`config.mk`:
```
export PLATFORM = sky130hd
export DESIGN_NAME = i2s_tx
export DESIGN_NICKNAME = d
export VERILOG_FILES = /design/src/rtl/i2s_pkg.sv /design/src/rtl/i2s_bck_gen.sv /design/src/rtl/i2s_tx.sv
export SDC_FILE = /design/constraint.sdc
export NUM_CORES = 1
export LEC_CHECK = 0
export BUFFER_PORTS_ARGS = -buffer_cell sky130_fd_sc_hd__buf_2
export CAP_MARGIN = 20
export CELL_PAD_IN_SITES_DETAIL_PLACEMENT = 2
export CELL_PAD_IN_SITES_GLOBAL_PLACEMENT = 2
export CORE_UTILIZATION = 35
export DETAILED_ROUTE_END_ITERATION = 7
export GPL_TIMING_DRIVEN = 0
export PLACE_DENSITY_LB_ADDON = 0.08
export SETUP_SLACK_MARGIN = 0.4
export SLEW_MARGIN = 10
export SYNTH_ARGS = -nofsm -noshare
export SYNTH_HDL_FRONTEND = slang
export SYNTH_HIERARCHICAL = 1
export SYNTH_SLANG_ARGS = --single-unit
```
`constraint.sdc`:
```
create_clock -name i_clk -period 4.29 [get_ports i_clk]
set_input_delay 0.2145 -clock i_clk [delete_from_list [all_inputs] [get_ports i_clk]]
set_output_delay 0.2145 -clock i_clk [all_outputs]
set_load 0.02 [all_outputs]
```
`src/rtl/i2s_pkg.sv`:
```
// Shared I2S constants: default geometry, frame length helper and LRCK channel encoding.
package i2s_pkg;
  localparam int DEF_WIDTH     = 16;
  localparam int DEF_SLOT_BITS = 32;
  localparam int DEF_BCK_DIV   = 2;

  localparam logic LR_LEFT  = 1'b0;
  localparam logic LR_RIGHT = 1'b1;

  function automatic int frame_bits(input int slot_bits);
    return 2 * slot_bits;
  endfunction
endpackage

```
`src/rtl/i2s_bck_gen.sv`:
```
// Bit clock divider: toggles o_bck every BCK_DIV system clocks and flags the
// cycle in which o_bck is registered 1->0 so downstream state moves on the falling edge.
module i2s_bck_gen
  import i2s_pkg::*;
#(
  parameter int BCK_DIV = DEF_BCK_DIV
) (
  input  logic i_clk,
  input  logic i_rst,
  output logic o_bck,
  output logic o_fall
);
  localparam int CW = (BCK_DIV > 1) ? $clog2(BCK_DIV) : 1;

  logic [CW-1:0] cnt;
  logic          tc;

  assign tc     = (cnt == CW'(BCK_DIV - 1));
  assign o_fall = tc && o_bck;

  always_ff @(posedge i_clk) begin
    if (i_rst) begin
      cnt   <= '0;
      o_bck <= 1'b0;
    end else if (tc) begin
      cnt   <= '0;
      o_bck <= ~o_bck;
    end else begin
      cnt <= cnt + 1'b1;
    end
  end
endmodule

```
`src/rtl/i2s_tx.sv`:
```
// I2S transmitter: one-entry sample-pair buffer, per-frame load, MSB-first shifter.
// Define I2S_TX_REPEAT_ON_UNDERRUN_EN to repeat the last pair on underrun instead of sending zeros.
module i2s_tx
  import i2s_pkg::*;
#(
  parameter int WIDTH     = DEF_WIDTH,
  parameter int SLOT_BITS = DEF_SLOT_BITS,
  parameter int BCK_DIV   = DEF_BCK_DIV
) (
  input  logic             i_clk,
  input  logic             i_rst,
  input  logic             i_valid,
  output logic             o_ready,
  input  logic [WIDTH-1:0] i_left,
  input  logic [WIDTH-1:0] i_right,
  output logic             o_bck,
  output logic             o_lrck,
  output logic             o_sdata,
  output logic             o_underrun
);
  localparam int FRAME = frame_bits(SLOT_BITS);
  localparam int BW    = $clog2(FRAME);

  logic             fall;
  logic             wrap;
  logic             accept;
  logic [BW-1:0]    b;
  logic [BW-1:0]    b_next;
  logic             buf_full;
  logic [WIDTH-1:0] buf_l, buf_r;
  logic [WIDTH-1:0] frm_l, frm_r;
  logic             lr_next;
  logic             sd_next;
  int               p;
  logic [WIDTH-1:0] word;
  logic [WIDTH-1:0] sh;

  i2s_bck_gen #(.BCK_DIV(BCK_DIV)) u_bck_gen (
    .i_clk  (i_clk),
    .i_rst  (i_rst),
    .o_bck  (o_bck),
    .o_fall (fall)
  );

  assign wrap    = (b == BW'(FRAME - 1));
  assign b_next  = wrap ? '0 : b + 1'b1;
  assign accept  = i_valid && !buf_full;
  assign o_ready = !buf_full;

  // Output bit for the position the counter moves to on this fall; slot bit 0 is the I2S delay bit.
  always_comb begin
    lr_next = (int'(b_next) >= SLOT_BITS) ? LR_RIGHT : LR_LEFT;
    p       = (lr_next == LR_RIGHT) ? int'(b_next) - SLOT_BITS : int'(b_next);
    word    = (lr_next == LR_RIGHT) ? frm_r : frm_l;
    sh      = '0;
    sd_next = 1'b0;
    if (p >= 1 && p <= WIDTH) begin
      sh      = word >> (WIDTH - p);
      sd_next = sh[0];
    end
  end

  always_ff @(posedge i_clk) begin
    if (i_rst) begin
      b          <= BW'(FRAME - 1);
      buf_full   <= 1'b0;
      buf_l      <= '0;
      buf_r      <= '0;
      frm_l      <= '0;
      frm_r      <= '0;
      o_lrck     <= LR_RIGHT;
      o_sdata    <= 1'b0;
      o_underrun <= 1'b0;
    end else begin
      o_underrun <= 1'b0;
      if (accept) begin
        buf_full <= 1'b1;
        buf_l    <= i_left;
        buf_r    <= i_right;
      end
      if (fall) begin
        b       <= b_next;
        o_lrck  <= lr_next;
        o_sdata <= sd_next;
        if (wrap) begin
          if (buf_full) begin
            frm_l    <= buf_l;
            frm_r    <= buf_r;
            buf_full <= 1'b0;
          end else begin
            o_underrun <= 1'b1;
`ifdef I2S_TX_REPEAT_ON_UNDERRUN_EN
            // frame registers hold: the previous pair is sent again
`else
            frm_l <= '0;
            frm_r <= '0;
`endif
          end
        end
      end
    end
  end
endmodule

```
==> impl_metrics.tcl <==
set metrics [dict create \
    status "finished, final reports clean" \
    initial_core_util_pct 36.4 \
    fin_tns_setup_ps 0 \
    area_growth_syn_to_layout_pct 18.3 \
    antenna_found_initial 0 \
    ys_seq_elements 76 \
    clock_latency_ps 350 \
    slew_viol_final 0 \
    tightest_slew_ps 625 \
    antenna_cells 0 \
    drc 0 \
    numPortBuffers 39 \
    drive_gt1_share_pct 16.5 \
    drt-wirelength-per-cell_microns 17.0 \
    timing.fmax_mhz 277 \
    drtPass1Iterations 4 \
    die_area_sq_um 10000 \
    min-delay-path-class "primary input to flip-flop" \
    finalCritPeriodShare_pct 84.3 \
    grt_pass1_vias 3284 \
    syn_area_sq_um 3380 \
    postCtsSetupBuffers 0 \
    rows 35 \
    skew_ps 9.43 \
    grt_max_degree 15 \
    p_switching_uw 474 \
    tritoncts "done" \
    ys.flop_type "dfxtp_1" \
    syn-mean-instance-area_sq_um 8.75 \
    crit_required_ps 4590 \
    max_cap_violations 0 \
    start_kind "flip-flop" \
    synth-seq-area-share_pct 45.0 \
    p_per_area_nw_per_um2 398 \
    cts_root_buf "clkbuf_8" \
    drtIter0Drc 83 \
    p_int_uw 1120 \
    synthArstFlopShare_pct 0 \
    clock_path_buffers 2 \
    htree_num_levels 3 \
    stdcell_area_sq_um 4000 \
    p_leak_uw 0.00161 \
    pwr-share-comb_pct 16.7 \
    place.gp.congestion 0.794 \
    cp.arrival_ps 3910 \
    nNetsFinal 490 \
    pwr-share-seq_pct 47.2 \
    wl_microns 9820 \
    gr-total-overflow 0 \
    fin_crit_ps 3620 \
    numCtsBuffers 9 \
    die-width_microns 100 \
    p_sw_share_pct 29.7 \
    yosysUniqueCellTypes 52 \
    clkPwrFrac_pct 36.1 \
    grt_first_pass_wirelength_microns 16500 \
    irDropWorstVdd_mv 0.196 \
    yosys_warnings 6 \
    io-pin-count 40 \
    antenna_left 0 \
    rsz0062_at_grt "no" \
    grt_use_total_pct 21.3 \
    clk_pin_slew_ps 80 \
    cts_hold_buf 0 \
    routed_via_density 5.28 \
    die_h_microns 100 \
    vias 3050 \
    timing.final.hold_violations 0 \
    core_sq_um 9280 \
    worstPathMaxFanout 10 \
    synth_cells 386 \
    cts_resized 0 \
    end_kind "flip-flop" \
    dpl_cell_area_sq_um 3760 \
    clock-sinks 76 \
    setup_viol 0 \
    slew-limit-headroom_pct 58.3 \
    crit_type "flip-flop to flip-flop" \
    synth-edff-count 0 \
    hpwl_microns 7500 \
]
[cells in the final DEF, fill, tap and decap left out, drive strengths merged, types with 2 or more instances in the layout]
cell type,count
o21ai,10
clkbuf,35
and2,3
nor2b,3
mux2i,7
a2111oi,2
inv,8
a22o,32
o311ai,2
nand2b,4
nor4,2
conb,9
xor2,4
nand2,79
buf,44
clkinvlp,2
nand4,7
ha,11
o21a,5
nor3,6
a31oi,4
o211ai,2
nor2,15
a211oi,6
nand3,3
dfxtp,76
a21oi,48
o32ai,3
[synth_stat cells (2+ instances only)]
cell type | count | area, sq um
nor3_1 | 6 | 30.0
nor2_1 | 15 | 56.3
o21a_1 | 5 | 37.5
a211oi_1 | 5 | 37.5
ha_1 | 11 | 138
nor4_1 | 2 | 12.5
o21ai_0 | 7 | 35.0
xor2_1 | 4 | 35.0
inv_1 | 6 | 22.5
nor2b_1 | 3 | 18.8
o211ai_1 | 2 | 15.0
a21oi_1 | 47 | 235
nand4_1 | 7 | 43.8
a31oi_1 | 4 | 25.0
nand2_1 | 79 | 297
a22o_1 | 32 | 280
dfxtp_1 | 76 | 1520
and2_1 | 2 | 12.5
o311ai_0 | 2 | 17.5
o32ai_1 | 2 | 17.5
nand3_1 | 2 | 10.0
mux2i_1 | 7 | 70.1
nand2b_1 | 4 | 25.0
clkbuf_1 | 23 | 86.3
o21ai_1 | 2 | 10.0
a2111oi_0 | 2 | 17.5
buf_2 | 4 | 20.0
[cell type report]
type | instances | area [sq um]
fillers | 1096 | 5290
multi-input cells | 282 | 1760
flip-flops and latches | 76 | 1520
repair buffers | 39 | 195
well taps | 129 | 161
clock buffers | 10 | 138
plain buffers | 30 | 128
clock inverters | 6 | 71.3
inverters | 6 | 22.5
[worst max-delay path: stages, from the launching register on]
cell	delay, ps
dfxtp_1	340
clkbuf_4	210
inv_1	110
ha_2	350
nand2b_1	230
o32ai_4	200
a21oi_1	120
ha_1	200
nor4_2	300
nand4_1	120
or4b_1	470
or4_1	550
a21oi_1	150
and4bb_1	190
[path summary, 6_finish.rpt]
kind            startpoint            end  slack, ps  cells past startpoint
max                   b[0]        o_sdata        670                     13
min                  i_rst  u_bck_gen/cnt         30                      2
max reg2reg           b[0]        o_sdata        670                     13
min reg2reg  u_bck_gen/cnt  u_bck_gen/cnt        460                      1
[power by group through the flow]
stage,clock (uW),combinational (uW),sequential (uW)
floorplan,0,180,762
CTS,590,262,751
finish,575,266,751
global route,625,301,754
global placement,0,247,766
detailed placement,0,260,768
[metal layers]
metal	track usage (%)	up-vias	share of wire [%]
met2	37.8	46	51
li1	-	1488	-
met3	3.76	12	2.3
met5	0	-	0
met4	6.69	0	1.5
met1	26.0	1504	46
[cells by family (layout without fill, tap and decap cells)]
group	count (synthesis)	count (layout)	synth area share, %
adder cells (fa/ha/maj)	11	11	4.07
buffers and inverters	36	91	4.37
other	1	9	0.111
flip-flops	76	76	45.0
AO/OA/AOI/OAI	119	119	24.7
XOR/XNOR	5	5	1.30
AND/OR/NAND/NOR	129	129	17.3
multiplexers	9	9	3.07
[through the flow]
stage | power [uW] | cells | utilization (%) | hold WS (ps) | worst slack [ps]
after floorplan | 942 | 394 | - | 281 | 991
after global placement | 1010 | 562 | 40.6 | 399 | 518
after detailed placement | 1030 | 562 | 40.6 | 401 | 483
after CTS | 1600 | 578 | 42.8 | 20.5 | 444
after global routing | 1680 | 578 | 43.1 | 29.6 | 408
final | 1590 | 578 | 43.1 | 33.6 | 674
[state kept, by name, indices dropped and copies added, names as in the netlist]
| register | flops |
|---|---|
| buf_l | 16 |
| u_bck_gen/o_bck | 1 |
| o_lrck | 1 |
| o_sdata | 1 |
| frm_l | 16 |
| buf_full | 1 |
| b | 6 |
| buf_r | 16 |
| u_bck_gen/cnt | 1 |
| o_underrun | 1 |
| frm_r | 16 |
Power figures use the tool's default switching activity.
